## src/rtl/csa_pkg.sv

```systemverilog
// csa_pkg: sizing helpers for the pipelined carry-save adder tree.
//   csa_rows(n, lvl)  rows remaining after lvl levels of 3:2 compression
//   csa_levels(n)     number of 3:2 levels needed to reach two rows
//   csa_ow(n, w)      result width that holds the sum of n w-bit operands
//   csa_stages(n,lps) tree register stages when a register follows every lps levels
package csa_pkg;

    // One level: every full group of three rows becomes two, leftovers pass through.
    function automatic int unsigned csa_next_rows(input int unsigned r);
        return (r > 2) ? ((r / 3) * 2 + (r % 3)) : r;
    endfunction

    function automatic int unsigned csa_rows(input int unsigned n, input int unsigned lvl);
        int unsigned r;
        r = n;
        for (int unsigned i = 0; i < lvl; i++) begin
            r = csa_next_rows(r);
        end
        return r;
    endfunction

    function automatic int unsigned csa_levels(input int unsigned n);
        int unsigned r;
        int unsigned l;
        r = n;
        l = 0;
        while (r > 2) begin
            r = csa_next_rows(r);
            l++;
        end
        return l;
    endfunction

    function automatic int unsigned csa_ow(input int unsigned n, input int unsigned w);
        return w + $clog2(n);
    endfunction

    function automatic int unsigned csa_stages(input int unsigned n, input int unsigned lps);
        return (csa_levels(n) + lps - 1) / lps;
    endfunction

endpackage

```

## src/rtl/csa_3to2.sv

```systemverilog
// csa_3to2: one row of full adders (3:2 compressor) of parametrised width.
//   x, y, z  in   W  rows to compress
//   s        out  W  bitwise sum x^y^z
//   c        out  W  majority(x,y,z) shifted left by one, truncated to W
module csa_3to2 #(
    parameter int unsigned W = 8
) (
    input  logic [W-1:0] x,
    input  logic [W-1:0] y,
    input  logic [W-1:0] z,
    output logic [W-1:0] s,
    output logic [W-1:0] c
);

    logic [W-1:0] maj;

    assign maj = (x & y) | (x & z) | (y & z);
    assign s   = x ^ y ^ z;
    assign c   = maj << 1;

endmodule

```

## src/rtl/csa_tree_pipe.sv

```systemverilog
// csa_tree_pipe: pipelined carry-save adder tree summing N operands of W bits
// into one OW = W+clog2(N) bit result, with a valid/ready full-pipeline stall.
//   clk        in   1     rising-edge clock
//   rst_n      in   1     asynchronous active-low reset
//   in_data    in   N*W   packed operands, operand k at in_data[k*W +: W]
//   in_valid   in   1     in_data valid
//   in_ready   out  1     block accepts in_data (combinational from out_valid/out_ready)
//   out_sum    out  OW    sum of all N operands, modulo 2^OW
//   out_valid  out  1     out_sum valid
//   out_ready  in   1     downstream accepts out_sum
// Build option: define CSA_SIGNED_EN for two's complement operands and result
// (sign extension); otherwise operands are unsigned and zero-extended.
module csa_tree_pipe
    import csa_pkg::*;
#(
    parameter int unsigned N   = 25,
    parameter int unsigned W   = 4,
    parameter int unsigned LPS = 2
) (
    input  logic                   clk,
    input  logic                   rst_n,
    input  logic [N*W-1:0]         in_data,
    input  logic                   in_valid,
    output logic                   in_ready,
    output logic [W+$clog2(N)-1:0] out_sum,
    output logic                   out_valid,
    input  logic                   out_ready
);

    localparam int unsigned OW = csa_ow(N, W);
    localparam int unsigned L  = csa_levels(N);
    localparam int unsigned S  = csa_stages(N, LPS);

    logic          advance_c;
    logic [S:0]    stage_vld;
    logic [OW-1:0] ext_rows [N];
    logic [OW-1:0] in_rows  [N];
    logic [OW-1:0] fin_a;
    logic [OW-1:0] fin_b;

    // Whole pipe moves together; it only freezes while a result is refused.
    assign advance_c = !(out_valid && !out_ready);
    assign in_ready  = advance_c;

    // Widen each operand to the result width before it enters the tree.
    for (genvar k = 0; k < N; k++) begin : g_ext
`ifdef CSA_SIGNED_EN
        assign ext_rows[k] = {{(OW-W){in_data[k*W+W-1]}}, in_data[k*W +: W]};
`else
        assign ext_rows[k] = {{(OW-W){1'b0}}, in_data[k*W +: W]};
`endif
    end

    // Input register (stage 0) and the valid bit of every stage.
    always_ff @(posedge clk or negedge rst_n) begin
        if (!rst_n) begin
            stage_vld <= '0;
            for (int unsigned k = 0; k < N; k++) begin
                in_rows[k] <= '0;
            end
        end else if (advance_c) begin
            stage_vld <= {stage_vld[S-1:0], in_valid};
            for (int unsigned k = 0; k < N; k++) begin
                in_rows[k] <= ext_rows[k];
            end
        end
    end

    // Compression levels; a register closes every LPS levels and the final level.
    for (genvar l = 1; l <= L; l++) begin : g_lvl
        localparam int unsigned RI = csa_rows(N, l - 1);
        localparam int unsigned RO = csa_rows(N, l);
        localparam int unsigned G  = RI / 3;

        logic [OW-1:0] d  [RI];
        logic [OW-1:0] nx [RO];
        logic [OW-1:0] q  [RO];

        for (genvar k = 0; k < RI; k++) begin : g_src
            if (l == 1) begin : g_from_in
                assign d[k] = in_rows[k];
            end else begin : g_from_prev
                assign d[k] = g_lvl[l-1].q[k];
            end
        end

        for (genvar g = 0; g < G; g++) begin : g_csa
            csa_3to2 #(
                .W (OW)
            ) u_csa (
                .x (d[3*g]),
                .y (d[3*g+1]),
                .z (d[3*g+2]),
                .s (nx[2*g]),
                .c (nx[2*g+1])
            );
        end

        // Rows that do not form a full group of three pass straight through.
        for (genvar k = 3*G; k < RI; k++) begin : g_pass
            assign nx[2*G + k - 3*G] = d[k];
        end

        if ((l % LPS == 0) || (l == L)) begin : g_reg
            always_ff @(posedge clk or negedge rst_n) begin
                if (!rst_n) begin
                    for (int unsigned i = 0; i < RO; i++) begin
                        q[i] <= '0;
                    end
                end else if (advance_c) begin
                    for (int unsigned i = 0; i < RO; i++) begin
                        q[i] <= nx[i];
                    end
                end
            end
        end else begin : g_comb
            for (genvar k = 0; k < RO; k++) begin : g_wire
                assign q[k] = nx[k];
            end
        end
    end

    assign fin_a = g_lvl[L].q[0];
    assign fin_b = g_lvl[L].q[1];

    // Final carry-propagate add into the output register.
    always_ff @(posedge clk or negedge rst_n) begin
        if (!rst_n) begin
            out_valid <= 1'b0;
            out_sum   <= '0;
        end else if (advance_c) begin
            out_valid <= stage_vld[S];
            out_sum   <= fin_a + fin_b;
        end
    end

endmodule

```

## config.mk

```make
export PLATFORM = sky130hd
export DESIGN_NAME = csa_tree_pipe
export DESIGN_NICKNAME = d
export VERILOG_FILES = /design/src/rtl/csa_pkg.sv /design/src/rtl/csa_3to2.sv /design/src/rtl/csa_tree_pipe.sv
export SDC_FILE = /design/constraint.sdc
export NUM_CORES = 1
export LEC_CHECK = 0
export BUFFER_PORTS_ARGS = -buffer_cell sky130_fd_sc_hd__buf_2
export CORE_ASPECT_RATIO = 0.8
export CORE_MARGIN = 1.5
export CORE_UTILIZATION = 45
export DETAILED_ROUTE_END_ITERATION = 8
export MAX_ROUTING_LAYER = met4
export PLACE_DENSITY = 0.66
export SETUP_SLACK_MARGIN = 0.4
export SLEW_MARGIN = 10
export SYNTH_ARGS = -nofsm -noshare
export SYNTH_HDL_FRONTEND = slang
export SYNTH_SLANG_ARGS = --single-unit
```

## constraint.sdc

```tcl
create_clock -name clk -period 1.75 [get_ports clk]
set_clock_uncertainty 0.05 [all_clocks]
set_input_delay 0.175 -clock clk [delete_from_list [all_inputs] [get_ports clk]]
set_output_delay 0.175 -clock clk [all_outputs]
set_load 0.05 [all_outputs]
```

==> PnR_summary.wiki <==
{| class="wikitable"
! Metric !! Value
|-
| Reg2Reg Capture Point || g_lvl[2].q[65]
|-
| Die Wd || 180 um
|-
| Element type at the critical path end || flop
|-
| Fraction of synthesized area in multiplexers || 0
|-
| Largest delay share family, worst path || adder cells
|-
| Mean routed wirelength per cell || around 24 um
|-
| Clock tree from TritonCTS || yes
|-
| Final setup TNS || -2.44 ns
|-
| Crit Path Category || reg -> reg
|-
| Die area || 26,100 um^2
|-
| Final setup violating endpoints || 28
|-
| Comb pwr share || 0.594
|-
| Antenna violations before repair || 0
|-
| Buffers from clock root to sink, at most || 3
|-
| Psw || 0.0161 W
|-
| Slew headroom || 0.742
|-
| Post-synthesis share of cell area spent on full adders, half adders and majority gates || 0.180
|-
| Standby leakage power || 9.17 nW
|-
| Compound-Gate Fraction of Synth Area || 0.0628
|-
| Layout net count || between 1,500 and 2,000
|-
| Global route total overflow || 0
|-
| PnR Total Power || between 0.03 and 0.04 W
|-
| Pwr dens || 2010 nW/um^2
|-
| Slowest stage cell, crit path || sky130_fd_sc_hd__fa_1
|-
| Largest net degree at the start of global routing || 68
|-
| Highest clock rate || 490 MHz
|-
| Finished Core Util || 0.741
|-
| CTS Buf Count || 25
|-
| Critical Path, Cell by Cell || inv_2, fa_1, inv_2, fa_2, nand2_1, o21ai_1
|-
| Number of iterations in the first detailed-routing pass || 6
|-
| Post-route setup slack || -0.289 ns
|-
| Post-DR vias/cell || about 5.4
|-
| Cell variety after synth || 23
|-
| Part of the Yosys area used for sequential elements || 0.513
|-
| Dominant cell by count in the synthesized netlist || sky130_fd_sc_hd__nand2_1
|-
| Internal cell power || 0.0203 W
|-
| Summed instance area of the synthesized netlist || 11,300 um^2
|-
| I/O pin count || 115
|-
| Total nets after synthesis || 1,368
|-
| Most common library cells after synthesis || 417 x sky130_fd_sc_hd__nand2_1, 232 x sky130_fd_sc_hd__dfrtp_1, 178 x sky130_fd_sc_hd__inv_1, 115 x sky130_fd_sc_hd__o21ai_1, 87 x sky130_fd_sc_hd__fa_1
|-
| Dominant cell type by area after synthesis || sky130_fd_sc_hd__dfrtp_1
|-
| Number of global-route vias before repair || 9,491
|-
| Max FO, Critical Path || 2
|-
| Failing checks || design-rule violations, negative setup slack
|-
| Worst Setup Start Kind || flop
|-
| Die Span Y || 145 um
|-
| H-tree levels || 1
|-
| Post-route minimum period || 2.04 ns
|-
| Post-synth top area share || 0.513
|-
| Clock Power Share || 0.145
|-
| Predominant post-synthesis flop cell || sky130_fd_sc_hd__dfrtp_1
|-
| Gate count after technology mapping || 1,153
|-
| Yosys Warn Count || 0
|-
| RePlAce Congestion || 0.797
|-
| Drt total wl || about 43,000 um
|-
| CTS root buffer || sky130_fd_sc_hd__clkbuf_16
|-
| Count of endpoints failing hold in the final timing report || 0
|-
| Switching power share of the total || 0.442
|-
| Post-Synthesis Mean Instance Area || 9.82 um^2
|-
| Cell types occupying the most area after synthesis || sky130_fd_sc_hd__dfrtp_1 51%, sky130_fd_sc_hd__fa_1 15%, sky130_fd_sc_hd__nand2_1 14%, sky130_fd_sc_hd__inv_1 5.9%, sky130_fd_sc_hd__o21ai_1 5.1%
|-
| Async set-reset flop share out of synthesis || 1.00
|-
| Sink count of the clock tree || 232
|-
| Worst-path clk slew || 0.07 ns
|-
| Antenna Violating Nets Remaining || 0
|-
| Main combinational cell family by area after synthesis || adder cells
|-
| Starting density of the core || 0.462
|-
| Internal reg-to-reg setup slack || -0.29 ns
|-
| Launching point of the worst reg2reg path || g_lvl[1].d[101]
|-
| Number of design rule violations left after detail routing || 5
|-
| Fraction of the mapped netlist area in simple logic gates || 0.146
|-
| Area of the core region || 24,500 um^2
|-
| Fraction of layout cells with a size suffix above 1 || 0.518
|-
| Post-synthesis share of cell area spent on xor and xnor gates || 0.00232
|-
| Count of flip-flops with a built-in enable after synthesis || 0
|-
| Data arrival time at the worst-slack endpoint || approximately 2.4 ns
|-
| Sequential power share || 0.261
|-
| Clock latency reported for the late side of the worst-skew pair || around 0.54 ns
|-
| Peak supply drop || 1000 uV
|-
| Delay of the slowest cell on the worst path || about 0.62 ns
|-
| Number of max-cap violations || 0
|-
| Logic depth of the worst path, buffers included || 6
|-
| Final-report max-slew violation count || 0
|-
| Class of the worst hold path || in -> async
|-
| Flip-flop and latch count after synthesis || approximately 230
|-
| Vias || 9,927
|-
| Number of antenna cells inserted || 0
|-
| Dominant cell type by count on the critical path || sky130_fd_sc_hd__inv_2
|-
| Slew at the pin closest to its max-slew limit || slightly below 0.4 ns
|-
| Num rows || 51
|-
| Global-route wire length before repair || ~52,000 um
|-
| Total global-route track usage || 0.271
|-
| Detailed-placement wirelength estimate || 15,400 um
|-
| Required time of the worst setup path || 2.15 ns
|-
| Number of cells on the worst reg-to-reg path || 6
|-
| RSZ-0062 raised after global routing || yes
|-
| Final worst-path cycle share || 1.17
|-
| Number of DRC markers after the initial detailed-route iteration || 837
|-
| CP bufs+invs || 2
|-
| Final-layout worst hold slack || 0.0805 ns
|-
| Result of the run || finished with violations
|-
| Growth of design area from synthesis to finish || 60.4%
|-
| Count of input and output buffers || 114
|}
## what timing repair did
action / in CTS / in global routing
buffers inserted: 45 / 37
hold endpoints to repair: 333 / 0
setup endpoints to repair: 232 / 243
gates cloned: 37 / 18
pin swaps: 224 / 102
hold buffers: 102 / 0
resized for setup: 316 / 362
## layout make-up
type / instances / area [um^2]
clock buffer: 40 / 732
clock inverter: 4 / 51.3
fill: 1337 / 6340
inverter: 179 / 684
multi-input combinational: 691 / 6220
sequential: 232 / 5820
tap: 318 / 398
timing repair buffer: 364 / 4230
timing repair inverter: 2 / 32.5
## worst max-delay path by stage
stage               startpoint        endpoint  slack, ns
6_report       g_lvl[1].d[101]  g_lvl[2].q[65]      -0.29
5_1_grt        g_lvl[1].d[101]  g_lvl[2].q[65]      -0.28
4_1_cts         g_lvl[1].d[37]  g_lvl[2].q[28]      -0.02
3_5_place_dp    g_lvl[1].d[10]  g_lvl[2].q[28]      -0.08
3_3_place_gp    g_lvl[1].d[11]  g_lvl[2].q[29]      -0.03
2_1_floorplan   g_lvl[1].d[92]  g_lvl[2].q[65]       0.08
## routing by layer
metal / track usage / vias up / wire [um]
met5: - / - / 0
met3: 0.0543 / 251 / 3980
met1: 0.347 / 4900 / 15600
li1: - / 4176 / -
met4: 0.103 / 0 / 2910
met2: 0.432 / 600 / 20500
## power groups by stage
stage	registers, W	clock network (W)	logic (W)
2_1_floorplan	0.00901	0	0.00879
3_3_place_gp	0.00884	0	0.0114
3_5_place_dp	0.00891	0	0.0117
4_1_cts	0.00905	0.00519	0.0161
5_1_grt	0.00967	0.00551	0.0230
6_report	0.00952	0.00529	0.0216
## placed cells by master (no fill, tap or decap), types with 3 or more instances in the layout
| cell | instances |
|---|---|
| sky130_fd_sc_hd__dfrtp_1 | 223 |
| sky130_fd_sc_hd__nand2_1 | 178 |
| sky130_fd_sc_hd__nand2_2 | 131 |
| sky130_fd_sc_hd__nand2_4 | 106 |
| sky130_fd_sc_hd__dlygate4sd3_1 | 102 |
| sky130_fd_sc_hd__buf_2 | 102 |
| sky130_fd_sc_hd__inv_2 | 94 |
| sky130_fd_sc_hd__inv_1 | 84 |
| sky130_fd_sc_hd__o21ai_1 | 58 |
| sky130_fd_sc_hd__o21ai_2 | 57 |
| sky130_fd_sc_hd__buf_4 | 49 |
| sky130_fd_sc_hd__fa_1 | 45 |
| sky130_fd_sc_hd__fa_2 | 42 |
| sky130_fd_sc_hd__clkbuf_16 | 40 |
| sky130_fd_sc_hd__buf_16 | 40 |
| sky130_fd_sc_hd__buf_6 | 22 |
| sky130_fd_sc_hd__buf_12 | 20 |
| sky130_fd_sc_hd__ha_1 | 15 |
| sky130_fd_sc_hd__buf_8 | 14 |
| sky130_fd_sc_hd__a21oi_2 | 10 |
| sky130_fd_sc_hd__clkbuf_1 | 10 |
| sky130_fd_sc_hd__dfrtp_2 | 9 |
| sky130_fd_sc_hd__nor2_4 | 7 |
| sky130_fd_sc_hd__ha_4 | 7 |
| sky130_fd_sc_hd__nor2_1 | 6 |
| sky130_fd_sc_hd__clkbuf_8 | 5 |
| sky130_fd_sc_hd__o21ai_4 | 4 |
| sky130_fd_sc_hd__a21oi_1 | 4 |
| sky130_fd_sc_hd__clkinv_8 | 3 |
| sky130_fd_sc_hd__nor2_2 | 3 |
| sky130_fd_sc_hd__a21oi_4 | 3 |
## state kept, by name, summed over array words and instances, names as in the netlist
signal and cells:
g_lvl.q 103, g_lvl.d 100, out_sum 9, fin_a 8, fin_b 6, stage_vld 5, out_valid 1
## metrics by stage
stage | worst slack (ns) | cells | instance area, um^2
2_1_floorplan | 0.0843 | 1153 | 11600
3_3_place_gp | -0.0275 | 1547 | 12200
5_1_grt | -0.281 | 1830 | 18200
3_5_place_dp | -0.0759 | 1547 | 12200
4_1_cts | -0.0238 | 1775 | 16200
6_report | -0.289 | 1830 | 18200
## logic make-up (layout without fill, tap and decap cells)
kind of cell / Yosys count / after routing
buf+inv: 230 / 589
flops: 232 / 232
fa+ha+maj: 111 / 111
simple gates: 437 / 437
xor+xnor: 3 / 3
compound gates: 140 / 140
No activity file was read; power rests on OpenSTA's default activity.
